--- src/rtl/dmem_arbiter_pkg.sv ---
// Shared types and defaults for the data-memory arbiter slice.
package dmem_arbiter_pkg;

   localparam int unsigned DEF_ISIZE = 16;
   localparam int unsigned DEF_DSIZE = 16;

   typedef enum logic [1:0] {
      DMA_IDLE   = 2'd0,
      DMA_ACCESS = 2'd1,
      DMA_RESP   = 2'd2
   } dmaState_t;

   typedef enum logic {
      PORT_A = 1'b0,
      PORT_B = 1'b1
   } port_t;

   // The round-robin pointer always moves to whichever port did not win.
   function automatic port_t otherPort(input port_t p);
      return (p == PORT_A) ? PORT_B : PORT_A;
   endfunction

endpackage

--- src/rtl/dmem_arbiter_rr_arb2.sv ---
// Combinational two-input round-robin picker. Bit 0 is port A, bit 1 is port B.
// The mask hides a port whose request still shows an already-completed command.
module rr_arb2
   import dmem_arbiter_pkg::*;
(
   input  logic [1:0] i_req,
   input  logic [1:0] i_mask,
   input  port_t      i_ptr,
   output port_t      o_gnt,
   output logic       o_any
);

   logic [1:0] w_elig;

   // Favoured port wins a tie; a lone eligible requester wins regardless of the pointer.
   always_comb begin
      w_elig = i_req & ~i_mask;
      o_any  = |w_elig;
      o_gnt  = PORT_A;
      if (w_elig == 2'b11) begin
         o_gnt = i_ptr;
      end else if (w_elig[1]) begin
         o_gnt = PORT_B;
      end
   end

endmodule

--- src/rtl/dmem_arbiter.sv ---
// Two-port round-robin arbiter and sequencer in front of the single-port data memory.
// Port A is the CPU MEM stage, port B the debug/DMA loader. A granted command is
// latched, driven to memory for one ACCESS cycle, then acked (registered) in RESP.
module dmem_arbiter
   import dmem_arbiter_pkg::*;
#(
   parameter int unsigned MEM_WORDS = 65536,
   parameter int unsigned ISIZE     = DEF_ISIZE,
   parameter int unsigned DSIZE     = DEF_DSIZE
)(
   input  logic             clk,
   input  logic             rst,
   input  logic             a_req,
   input  logic             a_wen,
   input  logic [ISIZE-1:0] a_addr,
   input  logic [DSIZE-1:0] a_wdata,
   output logic             a_ack,
   output logic             a_err,
   output logic [DSIZE-1:0] a_rdata,
   input  logic             b_req,
   input  logic             b_wen,
   input  logic [ISIZE-1:0] b_addr,
   input  logic [DSIZE-1:0] b_wdata,
   output logic             b_ack,
   output logic             b_err,
   output logic [DSIZE-1:0] b_rdata,
   output logic             mem_wen,
   output logic             mem_ren,
   output logic [ISIZE-1:0] mem_addr,
   output logic [DSIZE-1:0] mem_wdata,
   input  logic [DSIZE-1:0] mem_rdata,
   output logic             busy
);

   dmaState_t        r_state, w_nextState;
   port_t            r_ptr, r_owner, w_gnt;
   logic             w_any, w_load, w_access;
   logic [1:0]       w_mask;

   logic [ISIZE-1:0] r_addr, w_winAddr;
   logic [DSIZE-1:0] r_wdata, w_winWdata;
   logic             r_wen, r_err, w_winWen, w_winErr;

   logic             r_aAck, r_aErr, r_bAck, r_bErr;
   logic [DSIZE-1:0] r_aRdata, r_bRdata;

   rr_arb2 u_arb (
      .i_req  ({b_req, a_req}),
      .i_mask (w_mask),
      .i_ptr  (r_ptr),
      .o_gnt  (w_gnt),
      .o_any  (w_any)
   );

   // Next-state logic: arbitrate from IDLE, or from RESP with the just-acked port masked
   // so its still-raised request cannot trigger a duplicate access.
   always_comb begin
      w_nextState = r_state;
      w_load      = 1'b0;
      w_mask      = 2'b00;
      case (r_state)
         DMA_IDLE: begin
            if (w_any) begin
               w_load      = 1'b1;
               w_nextState = DMA_ACCESS;
            end
         end
         DMA_ACCESS: begin
            w_nextState = DMA_RESP;
         end
         DMA_RESP: begin
            w_mask = (r_owner == PORT_A) ? 2'b01 : 2'b10;
            if (w_any) begin
               w_load      = 1'b1;
               w_nextState = DMA_ACCESS;
            end else begin
               w_nextState = DMA_IDLE;
            end
         end
         default: begin
            w_nextState = DMA_IDLE;
         end
      endcase
   end

   // Select the winner's command and range-check its address (unsigned, zero-extended).
   always_comb begin
      w_winAddr  = (w_gnt == PORT_B) ? b_addr  : a_addr;
      w_winWdata = (w_gnt == PORT_B) ? b_wdata : a_wdata;
      w_winWen   = (w_gnt == PORT_B) ? b_wen   : a_wen;
      w_winErr   = (32'(w_winAddr) >= 32'(MEM_WORDS));
   end

   // State register, round-robin pointer and command latches, loaded on every grant.
   always_ff @(posedge clk) begin
      if (rst) begin
         r_state <= DMA_IDLE;
         r_ptr   <= PORT_A;
         r_owner <= PORT_A;
         r_addr  <= '0;
         r_wdata <= '0;
         r_wen   <= 1'b0;
         r_err   <= 1'b0;
      end else begin
         r_state <= w_nextState;
         if (w_load) begin
            r_owner <= w_gnt;
            r_ptr   <= otherPort(w_gnt);
            r_addr  <= w_winAddr;
            r_wdata <= w_winWdata;
            r_wen   <= w_winWen;
            r_err   <= w_winErr;
         end
      end
   end

   // Registered response: set for the owner at the end of ACCESS, cleared in every other cycle.
   always_ff @(posedge clk) begin
      if (rst) begin
         r_aAck   <= 1'b0;
         r_aErr   <= 1'b0;
         r_aRdata <= '0;
         r_bAck   <= 1'b0;
         r_bErr   <= 1'b0;
         r_bRdata <= '0;
      end else begin
         r_aAck   <= 1'b0;
         r_aErr   <= 1'b0;
         r_aRdata <= '0;
         r_bAck   <= 1'b0;
         r_bErr   <= 1'b0;
         r_bRdata <= '0;
         if (w_access) begin
            if (r_owner == PORT_A) begin
               r_aAck   <= 1'b1;
               r_aErr   <= r_err;
               r_aRdata <= (r_err | r_wen) ? '0 : mem_rdata;
            end else begin
               r_bAck   <= 1'b1;
               r_bErr   <= r_err;
               r_bRdata <= (r_err | r_wen) ? '0 : mem_rdata;
            end
         end
      end
   end

   // Memory strobes only in ACCESS, never for an out-of-range command, and never during reset.
   always_comb begin
      w_access  = (r_state == DMA_ACCESS);
      mem_wen   = ~rst & w_access &  r_wen & ~r_err;
      mem_ren   = ~rst & w_access & ~r_wen & ~r_err;
      mem_addr  = r_addr;
      mem_wdata = r_wdata;
      busy      = (r_state != DMA_IDLE);
   end

   assign a_ack   = r_aAck;
   assign a_err   = r_aErr;
   assign a_rdata = r_aRdata;
   assign b_ack   = r_bAck;
   assign b_err   = r_bErr;
   assign b_rdata = r_bRdata;

endmodule

--- config.mk ---
export PLATFORM = sky130hd
export DESIGN_NAME = dmem_arbiter
export DESIGN_NICKNAME = d
export VERILOG_FILES = /design/src/rtl/dmem_arbiter_pkg.sv /design/src/rtl/dmem_arbiter_rr_arb2.sv /design/src/rtl/dmem_arbiter.sv
export SDC_FILE = /design/constraint.sdc
export NUM_CORES = 1
export LEC_CHECK = 0
export ABC_AREA = 1
export BUFFER_PORTS_ARGS = -buffer_cell sky130_fd_sc_hd__buf_4
export CORE_AREA = 2 2 82 84
export CTS_BUF_LIST = sky130_fd_sc_hd__clkbuf_16
export DETAILED_ROUTE_END_ITERATION = 8
export DIE_AREA = 0 0 84 86
export GPL_TIMING_DRIVEN = 0
export HOLD_SLACK_MARGIN = 0.08
export PLACE_DENSITY = 0.78
export SKIP_LAST_GASP = 1
export SLEW_MARGIN = 20
export SYNTH_ARGS = -nofsm -noshare
export SYNTH_HDL_FRONTEND = slang
export SYNTH_HIERARCHICAL = 1
export SYNTH_SLANG_ARGS = --single-unit
--- constraint.sdc ---
create_clock -name clk -period 1.72 [get_ports clk]
set_clock_uncertainty 0.05 [all_clocks]
set_input_delay 0 -clock clk [delete_from_list [all_inputs] [get_ports clk]]
set_output_delay 0 -clock clk [all_outputs]
set_load 0.01 [all_outputs]
Word level (Yosys, flattened, before mapping)
Index checks and enable logic that the tools add are counted.
- register bits after elaboration: 71
- latch bits: 0
- bits in writable memories: 0
- ROM bits: 0
- bits of input ports: 86
- logic and storage cells: 46
- memories kept: 0
- add/subtract/negate cells: 0
- multiply operators: 0
- div/mod/pow operators: 0
- order comparisons: 0
- equal/unequal tests: 4
- shift-type cells: 0
- muxes and demuxes: 16
- bitwise gates (word level): 9
- reduce and logical (&&, ||, !) cells: 7
- operators by type and width (kind ; number):
    16-bit two-way mux ; 3
    1-bit two-way mux ; 9
    2-bit two-way mux ; 3
    2-bit one-hot mux with 3 select lines ; 1
    2-bit OR reduction ; 3
    3-bit OR reduction ; 2
    2-bit equality test, second input constant ; 2
    1-bit NOT ; 4
    1-bit bitwise AND ; 3
    2-bit bitwise AND ; 1
    2-bit by 1-bit equality test with 1-bit output, second input constant ; 1
    2-bit zero test ; 1
    2-bit by 1-bit inequality test with 1-bit output, second input constant ; 1
    2-bit NOT ; 1
    2-bit nonzero test ; 1

Logic depth before layout (Yosys ltp)
- depth in word-level cells: 7
- gate-level depth with buffers: 14

Cells and area by module
Netlist, hierarchy kept.
- by module, submodules not included (module ; times used ; cells each ; area an instance (sq um)):
    dmem_arbiter ; 1 ; 366 ; 2641.3
    rr_arb2 ; 1 ; 9 ; 36.3

Worst setup path after synthesis
OpenSTA, ideal clock, no wires.
- path type: register to register
- start point: register r_state[1]
- end point: register r_addr[0] (netlist: mem_addr[0])
- setup time: 132 ps
- data arrival time: 1360 ps
- data required time: 1538 ps
- slack: 177 ps
- stages on the path, launching flop included: 14
- clock period less this slack: 1543 ps
- cells stage by stage: dfxtp_1 -> nand2_1 -> nor2_1 -> inv_1 -> nand3_1 -> nand2_1 -> inv_1 -> buf_2 -> clkinv_1 -> buf_2 -> nand2_1 -> nand2_1 -> nand2_1 -> a21oi_1
- word-level cells in the longest chain between the ends: 7
- RTL lines (item ; line ; text):
    from (decl) ; dmem_arbiter.sv:35 ; dmaState_t r_state, w_nextState;
    from (signal assigned) ; dmem_arbiter.sv:105 ; r_state <= w_nextState;
    2-bit equality test ; dmem_arbiter.sv:61 ; case (r_state)
    2-bit two-way mux ; dmem_arbiter.sv:61 ;
    net w_mask[0] ; dmem_arbiter.sv:38 ; logic [1:0] w_mask;
    2-bit NOT ; dmem_arbiter_rr_arb2.sv:17 ; w_elig = i_req & ~i_mask;
    2-bit bitwise AND ; dmem_arbiter_rr_arb2.sv:17 ;
    2-bit equality test ; dmem_arbiter_rr_arb2.sv:20 ; if (w_elig == 2'b11) begin
    1-bit two-way mux ; dmem_arbiter_rr_arb2.sv:20 ;
    net w_gnt ; dmem_arbiter.sv:36 ; port_t r_ptr, r_owner, w_gnt;
    16-bit two-way mux ; dmem_arbiter.sv:88 ; w_winAddr = (w_gnt == PORT_B) ? b_addr : a_addr;
    to (signal assigned) ; dmem_arbiter.sv:109 ; r_addr <= w_winAddr;
    to (decl) ; dmem_arbiter.sv:40 ; logic [ISIZE-1:0] r_addr, w_winAddr;
The timed path passes the listed nets, and every way through them passes these cells.
A chain may end at the register's enable or synchronous reset.

Worst setup path after layout
- start point: register r_owner
- end point: register r_wdata[14] (netlist: mem_wdata[14])
- word-level cells in the longest chain between the ends: 7
- RTL lines (item ; line ; text):
    from (decl) ; dmem_arbiter.sv:36 ;
    from (signal assigned) ; dmem_arbiter.sv:107 ; r_owner <= w_gnt;
    2-bit two-way mux * ; dmem_arbiter.sv:72 ; w_mask = (r_owner == PORT_A) ? 2'b01 : 2'b10;
    2-bit two-way mux * ; dmem_arbiter.sv:61 ;
    net w_mask[1] ; dmem_arbiter.sv:38 ;
    2-bit NOT * ; dmem_arbiter_rr_arb2.sv:17 ;
    2-bit bitwise AND * ; dmem_arbiter_rr_arb2.sv:17 ;
    2-bit equality test / 1-bit two-way mux (equally long branches) ; dmem_arbiter_rr_arb2.sv:20, dmem_arbiter_rr_arb2.sv:22 ;
    1-bit two-way mux * ; dmem_arbiter_rr_arb2.sv:20 ;
    net w_gnt ; dmem_arbiter.sv:36 ;
    16-bit two-way mux * ; dmem_arbiter.sv:89 ; w_winWdata = (w_gnt == PORT_B) ? b_wdata : a_wdata;
    to (signal assigned) ; dmem_arbiter.sv:110 ; r_wdata <= w_winWdata;
    to (decl) ; dmem_arbiter.sv:41 ; logic [DSIZE-1:0] r_wdata, w_winWdata;
The timed path passes the listed nets; every way through them passes the cells marked *.

==> results.toml <==
[synth]
synth_top_area_share_pct = 53.1
synth_seq_cells = 71
seq_area_frac_synth_pct = 53.1
syn_avg_cell_area_um2 = 7.14
ys_warn_count = 6
synth_area_leaders = "dfxtp_1, nand2_1, a21oi_1, nor2_1, clkbuf_1"
synthCells = 375
yosysTopAreaCell = "dfxtp_1"
synth.distinct_cells = 17
synth_area_um2 = 2680

[global_route]
grt_pass1_wl_um = 16000
gr-usage-all-layers_pct = 28.1
grt_max_degree = 15
first_global_vias = 3389
antenna_found_initial = 0
grt_overflow_total = 0

[place]
preCtsSetupSlack_ns = -0.188
dp_hpwl_um = 5680
port_buffers = 153
gp_congestion = 0.859
post_dp_cell_area_um2 = 3930

[sta]
setup-violations-final = 0
fin_crit_ns = 1.58
hold_violations = 0
worst_pin_slew_ns = 0.543
layout_setup_ws_ns = 0.142
max_freq_mhz = 634
slew_violations = 0
period_share_pct = 91.7
max_slew_margin_pct = 63.8

[detailed_routing]
drt_pass1_iterations = 4
drt-vias-per-instance = 4.86
wl_um = 10300
drc = 0
vias = 3448
ant_nets = 0
wl_per_cell_um = 14.5
drtIter0Drc = 178

[clocking]
cts_sinks = 71
clock_latency_ns = 0.32
clkSlewWorstSetupHoldPaths_ns = 0.06
clockBufferDepth = 2
h-tree-depth = 3
cts_buffers = 9
root_buffer = "clkbuf_16"
tritoncts = "done"

[power_and_ir_drop]
p_per_area_nw_per_um2 = 916
max-vdd-ir-drop_v = 0.000779
power.internal_w = 0.00353
seqPwrFrac_pct = 37.5
p_leak_nw = 2.65
power.share.clock_pct = 42.3
switching_share_pct = 25.8
p_switching_w = 0.00123
power_frac_comb_pct = 20.2

[layout]
nNetsFinal = 714
antennaDiodeCount = 0
drive_gt1_share_pct = 32.5
final_area_um2 = 5200
area_growth_pct = 94.2
final_util_pct = 82.8
n_fill_cell = 374

[worst_setup_path]
path_max_fanout = 10
crit_arrival_ns = 1.71
r2r_cells = 12
end_kind = "flop"
path_class = "flop to flop"
crit_required_ns = 1.85
cp-start-kind = "flop"

[floorplanning]
die_w_um = 84
die_height_um = 86
pin_count = 157
initial_core_util_pct = 42.7
rows = 29
dieArea_um2 = 7220
coreArea_um2 = 6280

[worst_hold_path]
holdPathStages = 6
min_path_type = "primary input to flop"

[job]
maxCapViolations = 0

[status]
status = "complete, no violations"
==> registers in the layout, summed over array words and instances, names as in the netlist <==
| register | count |
|---|---|
| b_ack | 1 |
| mem_wdata | 16 |
| b_rdata | 16 |
| a_rdata | 16 |
| r_owner | 1 |
| a_ack | 1 |
| r_wen | 1 |
| mem_addr | 16 |
| r_state | 2 |
| r_ptr | 1 |
==> logic make-up (layout without fill, tap and decap cells) <==
kind of cell / Yosys count / in the layout / synth area share (%)
other: 1 / 2 / 0.140
AOI/OAI and AO/OA: 36 / 36 / 6.73
buffers and inverters: 35 / 292 / 6.36
and+or+nand+nor: 232 / 232 / 33.7
DFF: 71 / 71 / 53.1
==> Yosys cell counts <==
cell type,number
buf_6,3
nor3_4,1
inv_2,2
a21oi_1,35
clkinv_1,2
nor2_1,38
clkbuf_1,10
buf_4,2
nand3_1,1
dfxtp_1,71
inv_1,9
nand2_2,1
conb_1,1
nand2_1,189
nand2_4,2
o21ai_0,1
buf_2,7
==> power groups by stage <==
stage	logic, W	registers, W	clock network, W
floorplan	0.000317	0.00185	0
global placement	0.000704	0.00182	0
detailed placement	0.000717	0.00182	0
CTS	0.000876	0.00178	0.00203
global route	0.00104	0.00180	0.00210
finish	0.000961	0.00179	0.00201
==> worst paths after layout <==
check / startpoint / endpoint / slack, ns
setup / recovery: r_owner / mem_wdata[14] / 0.14
hold / removal: a_req / mem_wdata[6] / 0.16
setup reg to reg: r_owner / mem_wdata[14] / 0.14
hold reg to reg: mem_wdata[3] / mem_wdata[3] / 0.42
==> metrics by stage <==
| step | instances | power [W] | TNS, ns | hold slack [ns] |
|---|---|---|---|---|
| CTS | 705 | 0.00469 | -0.0333 | 0.175 |
| detailed placement | 606 | 0.00254 | -4.13 | 0.183 |
| floorplan | 376 | 0.00217 | 0 | 0.101 |
| global placement | 606 | 0.00252 | -3.19 | 0.178 |
| global route | 710 | 0.00494 | -0.0262 | 0.229 |
| finish | 710 | 0.00476 | 0 | 0.164 |
==> final cells by class <==
cell class / instances / area, µm² / area share (%)
clock buffer: 9 / 225 / 4.33
multi-input combinational: 270 / 1100 / 21.2
sequential: 71 / 1430 / 27.4
clock inverter: 7 / 104 / 2.00
tap: 77 / 96.3 / 1.85
timing repair buffer: 241 / 2020 / 38.8
buffer: 22 / 170 / 3.27
inverter: 13 / 56.3 / 1.08
==> layer usage <==
metal	track usage [%]	vias up	share of wire (%)
met5	0	-	0
met4	15.5	0	5.1
met3	4.33	49	5.3
met2	53.2	163	54
met1	29.8	1592	36
li1	-	1644	-
==> placed cells by master, fill, tap and decap left out, drive strengths merged <==
master	Yosys	layout
clkinv	2	4
conb	1	2
o21ai	1	1
dfxtp	71	71
nor2	38	38
nand2	192	192
nor3	1	1
bufinv	0	2
a21oi	35	35
inv	11	14
dlygate4sd3	0	83
clkbuf	10	19
buf	12	170
nand3	1	1
==> what timing repair did <==
item | CTS | global route
hold buffers | 83 | 0
gates cloned | 0 | 0
setup endpoints to repair | 31 | 33
endpoints found under the hold margin | 66 | 0
pin swaps | 0 | 2
buffers inserted | 0 | 5
resized for setup | 7 | 36
==> worst max-delay path, stage by stage, from the launching register on <==
cell and delay (ns):
dfxtp_4 0.36, inv_1 0.13, nor2_2 0.06, nor2_1 0.10
nand2_1 0.06, inv_1 0.06, buf_6 0.14, inv_6 0.06
buf_8 0.13, nand2_1 0.08, nand2_1 0.06, nand2_1 0.08
a21oi_1 0.07
Note: power is estimated with default switching activity, not from simulation.
